File: src/rtl/alu_seq.sv
// alu_seq: sequential, width-parametrised ALU with valid/ready handshakes.
// SUM, SUB and illegal opcodes complete at the acceptance edge. MUL iterates
// one multiplier bit per cycle with a shift-add loop. The full 2*WIDTH-bit
// product is presented on {result_hi, result}.
module alu_seq #(
  parameter int WIDTH = 16
) (
  input  logic             clk,
  input  logic             rst_n,
  input  logic             in_valid,
  output logic             in_ready,
  input  logic [WIDTH-1:0] data1,
  input  logic [WIDTH-1:0] data2,
  input  logic [1:0]       sel,
  output logic             out_valid,
  input  logic             out_ready,
  output logic [WIDTH-1:0] result,
  output logic [WIDTH-1:0] result_hi,
  output logic             zero,
  output logic             carry,
  output logic             overflow,
  output logic             op_err
);

  // The bit counter must be able to hold WIDTH itself.
  localparam int CW = $clog2(WIDTH + 1);

  localparam logic [1:0] OP_SUM = 2'b00;
  localparam logic [1:0] OP_SUB = 2'b01;
  localparam logic [1:0] OP_MUL = 2'b10;

  typedef enum logic [1:0] {
    ST_IDLE,
    ST_MUL,
    ST_DONE
  } state_t;

  state_t state_reg;
  state_t state_next;

  logic accept;

  // Single-cycle arithmetic, computed one bit wider so the top bit is carry/borrow.
  logic [WIDTH:0] sum_ext;
  logic [WIDTH:0] diff_ext;
  logic           sum_ovf;
  logic           sub_ovf;

  // Shift-add multiplier state.
  logic [2*WIDTH-1:0] mcand_reg;
  logic [2*WIDTH-1:0] acc_reg;
  logic [2*WIDTH-1:0] acc_step;
  logic [WIDTH-1:0]   mplier_reg;
  logic [CW-1:0]      count_reg;
  logic               mul_last;

  // Registered result and flags, together with their next values.
  logic [WIDTH-1:0] result_reg;
  logic [WIDTH-1:0] result_next;
  logic [WIDTH-1:0] hi_reg;
  logic [WIDTH-1:0] hi_next;
  logic             zero_reg;
  logic             zero_next;
  logic             carry_reg;
  logic             carry_next;
  logic             ovf_reg;
  logic             ovf_next;
  logic             err_reg;
  logic             err_next;
  logic             out_load;

  // Handshake. in_ready depends only on state and out_ready, never on in_valid.
  assign in_ready  = (state_reg == ST_IDLE) ||
                     ((state_reg == ST_DONE) && out_ready);
  assign accept    = in_valid && in_ready;
  assign out_valid = (state_reg == ST_DONE);

  // Single-cycle operations.
  assign sum_ext  = {1'b0, data1} + {1'b0, data2};
  assign diff_ext = {1'b0, data1} - {1'b0, data2};
  // SUM overflows when the operands share a sign that the result lacks.
  assign sum_ovf  = (data1[WIDTH-1] == data2[WIDTH-1]) &&
                    (sum_ext[WIDTH-1] != data1[WIDTH-1]);
  // SUB overflows when the operand signs differ and the result sign differs from data1.
  assign sub_ovf  = (data1[WIDTH-1] != data2[WIDTH-1]) &&
                    (diff_ext[WIDTH-1] != data1[WIDTH-1]);

  // One multiply step: add the shifted multiplicand when the current multiplier bit is 1.
  assign acc_step = mplier_reg[0] ? (acc_reg + mcand_reg) : acc_reg;
  assign mul_last = (count_reg == CW'(1));

  // Results are loaded at a non-MUL acceptance, or on the last multiply step.
  assign out_load = (accept && (sel != OP_MUL)) ||
                    ((state_reg == ST_MUL) && mul_last);

  // State register.
  always_ff @(posedge clk or negedge rst_n) begin
    if (!rst_n) begin
      state_reg <= ST_IDLE;
    end else begin
      state_reg <= state_next;
    end
  end

  // Next-state logic. An acceptance from DONE implies out_ready, so it also
  // retires the held result on the same edge.
  always_comb begin
    state_next = state_reg;
    case (state_reg)
      ST_IDLE: begin
        if (accept) begin
          state_next = (sel == OP_MUL) ? ST_MUL : ST_DONE;
        end
      end
      ST_MUL: begin
        if (mul_last) begin
          state_next = ST_DONE;
        end
      end
      ST_DONE: begin
        if (accept) begin
          state_next = (sel == OP_MUL) ? ST_MUL : ST_DONE;
        end else if (out_ready) begin
          state_next = ST_IDLE;
        end
      end
      default: state_next = ST_IDLE;
    endcase
  end

  // Multiplier datapath: load on a MUL acceptance, then shift one bit per cycle.
  always_ff @(posedge clk or negedge rst_n) begin
    if (!rst_n) begin
      mcand_reg  <= '0;
      acc_reg    <= '0;
      mplier_reg <= '0;
      count_reg  <= '0;
    end else if (accept && (sel == OP_MUL)) begin
      mcand_reg  <= {{WIDTH{1'b0}}, data1};
      acc_reg    <= '0;
      mplier_reg <= data2;
      count_reg  <= CW'(WIDTH);
    end else if (state_reg == ST_MUL) begin
      acc_reg    <= acc_step;
      mcand_reg  <= mcand_reg << 1;
      mplier_reg <= mplier_reg >> 1;
      count_reg  <= count_reg - CW'(1);
    end
  end

  // Result and flag selection for whichever operation is completing this edge.
  always_comb begin
    result_next = '0;
    hi_next     = '0;
    carry_next  = 1'b0;
    ovf_next    = 1'b0;
    err_next    = 1'b0;
    if (state_reg == ST_MUL) begin
      result_next = acc_step[WIDTH-1:0];
      hi_next     = acc_step[2*WIDTH-1:WIDTH];
      carry_next  = (acc_step[2*WIDTH-1:WIDTH] != '0);
    end else begin
      case (sel)
        OP_SUM: begin
          result_next = sum_ext[WIDTH-1:0];
          carry_next  = sum_ext[WIDTH];
          ovf_next    = sum_ovf;
        end
        OP_SUB: begin
          result_next = diff_ext[WIDTH-1:0];
          carry_next  = diff_ext[WIDTH];
          ovf_next    = sub_ovf;
        end
        default: begin
          // Opcode 11: zero result with op_err. Opcode 10 never loads here.
          err_next = 1'b1;
        end
      endcase
    end
    zero_next = (result_next == '0);
  end

  // Output registers: hold their value until the next operation completes.
  always_ff @(posedge clk or negedge rst_n) begin
    if (!rst_n) begin
      result_reg <= '0;
      hi_reg     <= '0;
      zero_reg   <= 1'b0;
      carry_reg  <= 1'b0;
      ovf_reg    <= 1'b0;
      err_reg    <= 1'b0;
    end else if (out_load) begin
      result_reg <= result_next;
      hi_reg     <= hi_next;
      zero_reg   <= zero_next;
      carry_reg  <= carry_next;
      ovf_reg    <= ovf_next;
      err_reg    <= err_next;
    end
  end

  assign result    = result_reg;
  assign result_hi = hi_reg;
  assign zero      = zero_reg;
  assign carry     = carry_reg;
  assign overflow  = ovf_reg;
  assign op_err    = err_reg;

endmodule

File: config.mk
export PLATFORM = sky130hd
export DESIGN_NAME = alu_seq
export DESIGN_NICKNAME = d
export VERILOG_FILES = /design/src/rtl/alu_seq.sv
export SDC_FILE = /design/constraint.sdc
export NUM_CORES = 1
export LEC_CHECK = 0
export ABC_AREA = 1
export BUFFER_PORTS_ARGS = -buffer_cell sky130_fd_sc_hd__buf_4
export CORE_ASPECT_RATIO = 0.6
export CORE_MARGIN = 1.5
export CORE_UTILIZATION = 35
export DETAILED_ROUTE_END_ITERATION = 10
export PLACE_DENSITY = 0.58
export SYNTH_ARGS = -nofsm -noshare
export SYNTH_HDL_FRONTEND = slang
export SYNTH_SLANG_ARGS = --single-unit
File: constraint.sdc
create_clock -name clk -period 6.2 [get_ports clk]
set_input_delay 0.93 -clock clk [delete_from_list [all_inputs] [get_ports clk]]
set_output_delay 0.93 -clock clk [all_outputs]
set_load 0.02 [all_outputs]
## Word level (Yosys, flattened, before mapping)

Index checks and enable logic that the tools add are counted.

- $add $sub $neg: 4
- Eq/ne operators: 13
- Muxes and demuxes: 24
- Reduce and logical (&&, ||, !) cells: 16

Operators by type and width:

| kind | number |
|---|---|
| $mux 32 | 5 |
| $mux 16 | 4 |
| $add 32x32->32 | 1 |
| $pmux 16 s2 | 1 |
| $add 16x16->17 | 1 |
| $sub 16x16->17 | 1 |
| $logic_not 16->1 | 1 |
| $reduce_bool 16->1 | 1 |
| $mux 2 | 5 |
| $mux 5 | 2 |
| $logic_and 1x1->1 | 7 |
| $ne 2x2->1 const B | 3 |
| $pmux 2 s3 | 1 |
| $eq 5x1->1 const B | 1 |
| $sub 5x1->5 const B | 1 |
| $eq 2x1->1 const B | 2 |
| $eq 2x2->1 const B | 2 |
| $logic_not 2->1 | 2 |
| $mux 1 | 4 |
| $pmux 1 s2 | 2 |
| $ne 1x1->1 | 3 |
| $ne 3x1->1 const B | 1 |
| $reduce_and 3->1 | 1 |
| $logic_or 1x1->1 | 2 |
| 3 further kinds | 3 |

- Register bits: 123
- Input bits: 38
- Output and inout port bits: 38
- Word-level logic and storage cells: 68

## Logic depth before layout (Yosys ltp)

- Word-level depth: 6
- Depth in mapped cells: 20
- Gate-level depth less buffers: 20

## Least setup slack after synthesis

Ideal clock, no wire load.

- Kind: input to register
- Start point: input data1[0]
- End point: register zero_reg, in the netlist zero
- Setup time: 0.065 ns
- Data arrival time: 2.586 ns
- Required time: 6.135 ns
- Slack: 3.549 ns
- Stages: 20
- Buffers on the path: 0
- Cells stage by stage: inv_1 -> ha_1 -> fa_1 -> inv_1 -> nand2_1 -> nand3_1 -> nand2_1 -> nand2_1 -> nand2_1 -> inv_1 -> nand2_1 -> nor2_1 -> nand3_1 -> nor2_1 -> nand2_1 -> nor2_1 -> nand3_1 -> nor2_1 -> nand3_1 -> nand2_1

- Longest elaborated chain between the ends: 4
- Elaborated cells between the ends (all ways): 5
- Those cells by class: add/sub: 2; mux: 2; reduce/logical: 1

Ends and longest elaborated chain:

| element | RTL line | RTL |
|---|---|---|
| from (decl) | 12 | `input logic [WIDTH-1:0] data1,` |
| $sub 16x16->17 or $add 16x16->17 (tied branches) | 80, 79 |  |
| $pmux 16 s2 (*) | 163 | `case (sel)` |
| $mux 16 (*) | 158 | `if (state_reg == ST_MUL) begin` |
| $logic_not 16->1 (*) | 180 | `zero_next = (result_next == '0);` |
| to (signal assigned) | 195 | `zero_reg <= zero_next;` |
| to (decl) | 62 | `logic zero_reg;` |

Mark *: on every way between the ends. The rest lies on a longest branch, timed or not.
A chain may end at the register's enable or synchronous reset.

## Final worst setup path

- Start point: register mcand_reg[0]
- End point: register carry_reg, in the netlist carry

- Longest elaborated chain between the ends: 4

Ends and longest elaborated chain:

| element | RTL line | RTL |
|---|---|---|
| from (decl) | 50 | `logic [2*WIDTH-1:0] mcand_reg;` |
| from (signal assigned) | 139 | `mcand_reg <= {{WIDTH{1'b0}}, data1};` |
| from (signal assigned) | 145 | `mcand_reg <= mcand_reg << 1;` |
| $add 32x32->32 | 89 | `assign acc_step = mplier_reg[0] ? (acc_reg + mcand_reg) : acc_reg;` |
| $mux 32 | 89 |  |
| $reduce_bool 16->1 | 161 | `carry_next = (acc_step[2*WIDTH-1:WIDTH] != '0);` |
| $mux 1 | 158 |  |
| to (signal assigned) | 196 | `carry_reg <= carry_next;` |
| to (decl) | 64 | `logic carry_reg;` |

Every way passes these cells.

==> metrics.csv <==
metric,value,unit
final_hold_viol_count,0,
synthArstFlopShare,1.00,
detail-route-antenna-nets,0,
drt_wl_total,33.8,mm
critPathMaxFanout,4,
critPathArrivalTime,3.34,ns
detailed_route_wire_length_per_cell,17.4,µm
synth.net_count,1611,
cap_violations,0,
cts_resized,0,
track_usage,0.244,
crit_end_category,flop,
leading_cell_type_in_the_layout_fill_and_taps_excluded,sky130_fd_sc_hd__nand2_1,
power.density_cell_area,423,nW/µm²
syn-mean-instance-area,6.53,µm²
area.growth.synth_to_final,16.3,%
grt_start_max_net_pins,65,
worst_r2r_endpoint,carry$_DFFE_PN0P_,
first_global_vias,9188,
clock_tree_buf_depth,2,
critical_path.max_stage_delay,0.49,ns
seqCellArea,3080,µm²
insertion_delay,0.45,ns
post_synth_num_cell_types,53,
post_syn_instances,1504,
fin_cells,1945,
hold_path_class,input pin to asynchronous set/reset pin,
number_of_drc_markers_in_iteration_0,999,
drive_gt1_frac,0.112,
synth_seq_area_share,0.313,
first_pass_iters,5,
gr-total-overflow,0,
setup.worst_path.start_class,flop,
critical_path.reg2reg.startpoint,mcand_reg[0]$_DFFE_PN0P_,
place_inst,1913,
r2r_setup_slack,3.19,ns
postSynthRegisterBits,123,
clock.fmax,332,MHz
cts_htree_levels,4,
period_needed,3.01,ns
setup_viol,0,
dpl_cell_area,10700,µm²
outcome,finished clean,
setup.worst_path.start,mcand_reg[0]$_DFFE_PN0P_,
design_area,11400,µm²
dpl_worst_slack,2.93,ns
worst_path_required,6.53,ns
drc,0,
postLayoutCoreUtil,0.414,
die-height,133,µm
critical_path.endpoint,carry$_DFFE_PN0P_,
synth-edff-count,0,
synth_flop_cell,sky130_fd_sc_hd__dfrtp_1,
multiInputGateArea,5670,µm²
antenna_found_initial,0,
synth-warning-count,0,
setup_slack,3.19,ns
buffer_ports.inserted,75,
tritoncts_num_sinks,123,
vias,9921,
vdd_drop_max,277,µV
initial_core_util,0.356,
number_of_clock_buffers_inserted_by_tritoncts,17,
drv_slew,0,
clk_pin_slew_worst_paths,0.06,ns
die_width,219,µm
cts_post_setup_buffers_inserted,0,
max_slew.worst_pin.slew,0.849,ns
fillCellCount,2932,
criticalPathCategory,flop to flop,
critical_path.cell_chain,"ha_1, fa_1, nand3_2, nand3_2, nand3_1, nand3b_1, nand2_1, nand3_1, nand3_1, nand2_1, nor2_1, nand2_1, nor2_1, nand2_1, nand2_1, a21oi_1",
dieArea,29100,µm²
route.detailed.vias_per_inst,5.10,
layout_worst_path_cycle_share,0.485,
total_neg_setup_slack,0,ns
timing.slew.headroom,0.433,
worst_path_max_delay_cell,sky130_fd_sc_hd__fa_1,
boundaryPins,76,
grt_first_pass_wirelength,53.3,mm
design.core.area,27600,µm²
mappedNetlistArea,9820,µm²
reg2reg_depth,16,
dp_hpwl,26.1,mm
holdBufCountCts,0,
cts_tree,done,
commonest_cells_after_routing_fill_and_taps_aside,"sky130_fd_sc_hd__nand2_1 (509), sky130_fd_sc_hd__inv_1 (216), sky130_fd_sc_hd__dfrtp_1 (123)",
place.gp.congestion,0.927,
cts.root.buffer_cell,sky130_fd_sc_hd__clkbuf_16,
timing.critical_path.mode_cell,sky130_fd_sc_hd__nand2_1,
final.setup_skew,0.0184,ns
std_cell_rows,47,
design.final.nets,1672,
p_leak,6.28,nW
antenna-diode-count,0,
rsz0062_at_grt,false,
## layer usage
metal  vias up  wire length [µm]  GRT usage
met5         -                 0          0
met4         0               206     0.0472
met3        14              3410     0.0653
met2       386             11900      0.291
met1      4597             18300      0.412
li1       4924                 -          -
## cell usage after synthesis, types with 3 or more instances
library cell	number	share of area
sky130_fd_sc_hd__clkbuf_1	21	0.0080
sky130_fd_sc_hd__dfrtp_1	123	0.31
sky130_fd_sc_hd__o31ai_1	4	0.0031
sky130_fd_sc_hd__nand4_1	18	0.011
sky130_fd_sc_hd__nand3_2	7	0.0071
sky130_fd_sc_hd__o22ai_1	21	0.013
sky130_fd_sc_hd__inv_1	216	0.083
sky130_fd_sc_hd__buf_2	13	0.0066
sky130_fd_sc_hd__a22oi_1	15	0.011
sky130_fd_sc_hd__a21boi_1	3	0.0023
sky130_fd_sc_hd__or2_1	3	0.0019
sky130_fd_sc_hd__nand2_1	509	0.19
sky130_fd_sc_hd__o21ai_0	74	0.038
sky130_fd_sc_hd__nand2_2	15	0.0096
sky130_fd_sc_hd__xor2_1	12	0.011
sky130_fd_sc_hd__a21oi_1	71	0.036
sky130_fd_sc_hd__a31oi_1	6	0.0038
sky130_fd_sc_hd__xnor2_1	6	0.0054
sky130_fd_sc_hd__ha_1	66	0.084
sky130_fd_sc_hd__nor3_1	8	0.0041
sky130_fd_sc_hd__buf_1	6	0.0023
sky130_fd_sc_hd__inv_2	20	0.0076
sky130_fd_sc_hd__o21ai_1	15	0.0076
sky130_fd_sc_hd__nor2_2	3	0.0019
sky130_fd_sc_hd__o21bai_1	5	0.0038
sky130_fd_sc_hd__nor2_1	109	0.042
sky130_fd_sc_hd__a21oi_2	6	0.0054
sky130_fd_sc_hd__fa_1	3	0.0061
sky130_fd_sc_hd__nand3_1	90	0.046
sky130_fd_sc_hd__o211ai_1	3	0.0023
sky130_fd_sc_hd__nand3b_1	6	0.0046
## cells by family (layout without fill, tap and decap cells)
family	after synthesis	after routing	synth area share
XOR/XNOR	18	18	0.0161
adder cells (fa/ha/maj)	69	69	0.0902
AO/OA/AOI/OAI	237	237	0.141
buffers and inverters	280	354	0.110
AND/OR/NAND/NOR	777	777	0.330
flip-flops	123	123	0.313
## cell type report
type                       instances  share of cell area
tap                              367              0.0402
inverter                         239              0.0789
clock inverter                    15              0.0227
sequential                       123               0.270
timing repair buffer              83              0.0549
clock buffer                      17              0.0373
multi-input combinational       1101               0.496
## power by group
part / switching [W] / internal, W / total, W
registers: 0.000246 / 0.00111 / 0.00136
clock network: 0.000417 / 0.000762 / 0.00118
logic: 0.00153 / 0.000767 / 0.00230
total: 0.00219 / 0.00264 / 0.00484
## worst min-delay path by stage
stage                                    start                    endpoint  slack, ns  cells after the start
CTS                                      rst_n   mplier_reg[4]$_DFFE_PN0P_       0.48                      1
detailed placement        overflow$_DFFE_PN0P_        overflow$_DFFE_PN0P_       0.48                      2
global route                             rst_n   mplier_reg[4]$_DFFE_PN0P_       0.51                      1
finish                                   rst_n   mplier_reg[2]$_DFFE_PN0P_       0.46                      1
global placement    mplier_reg[12]$_DFFE_PN0P_  mplier_reg[12]$_DFFE_PN0P_       0.47                      2
floorplan           mplier_reg[10]$_DFFE_PN0P_  mplier_reg[10]$_DFFE_PN0P_       0.45                      2
## per-stage QoR
stage	total power (W)	hold slack, ns
after floorplan	0.00288	0.453
after global placement	0.00361	0.469
after detailed placement	0.00363	0.476
after CTS	0.00483	0.478
after global routing	0.00523	0.512
final	0.00484	0.464
## worst max-delay path: cells and delay by family (launching register included)
| kind | cells | cell delay, ns |
|---|---|---|
| flops | 1 | 0.39 |
| compound gates | 1 | 0.07 |
| fa+ha+maj | 2 | 0.77 |
| simple gates | 13 | 1.65 |
(Power assumes the default switching activity.)
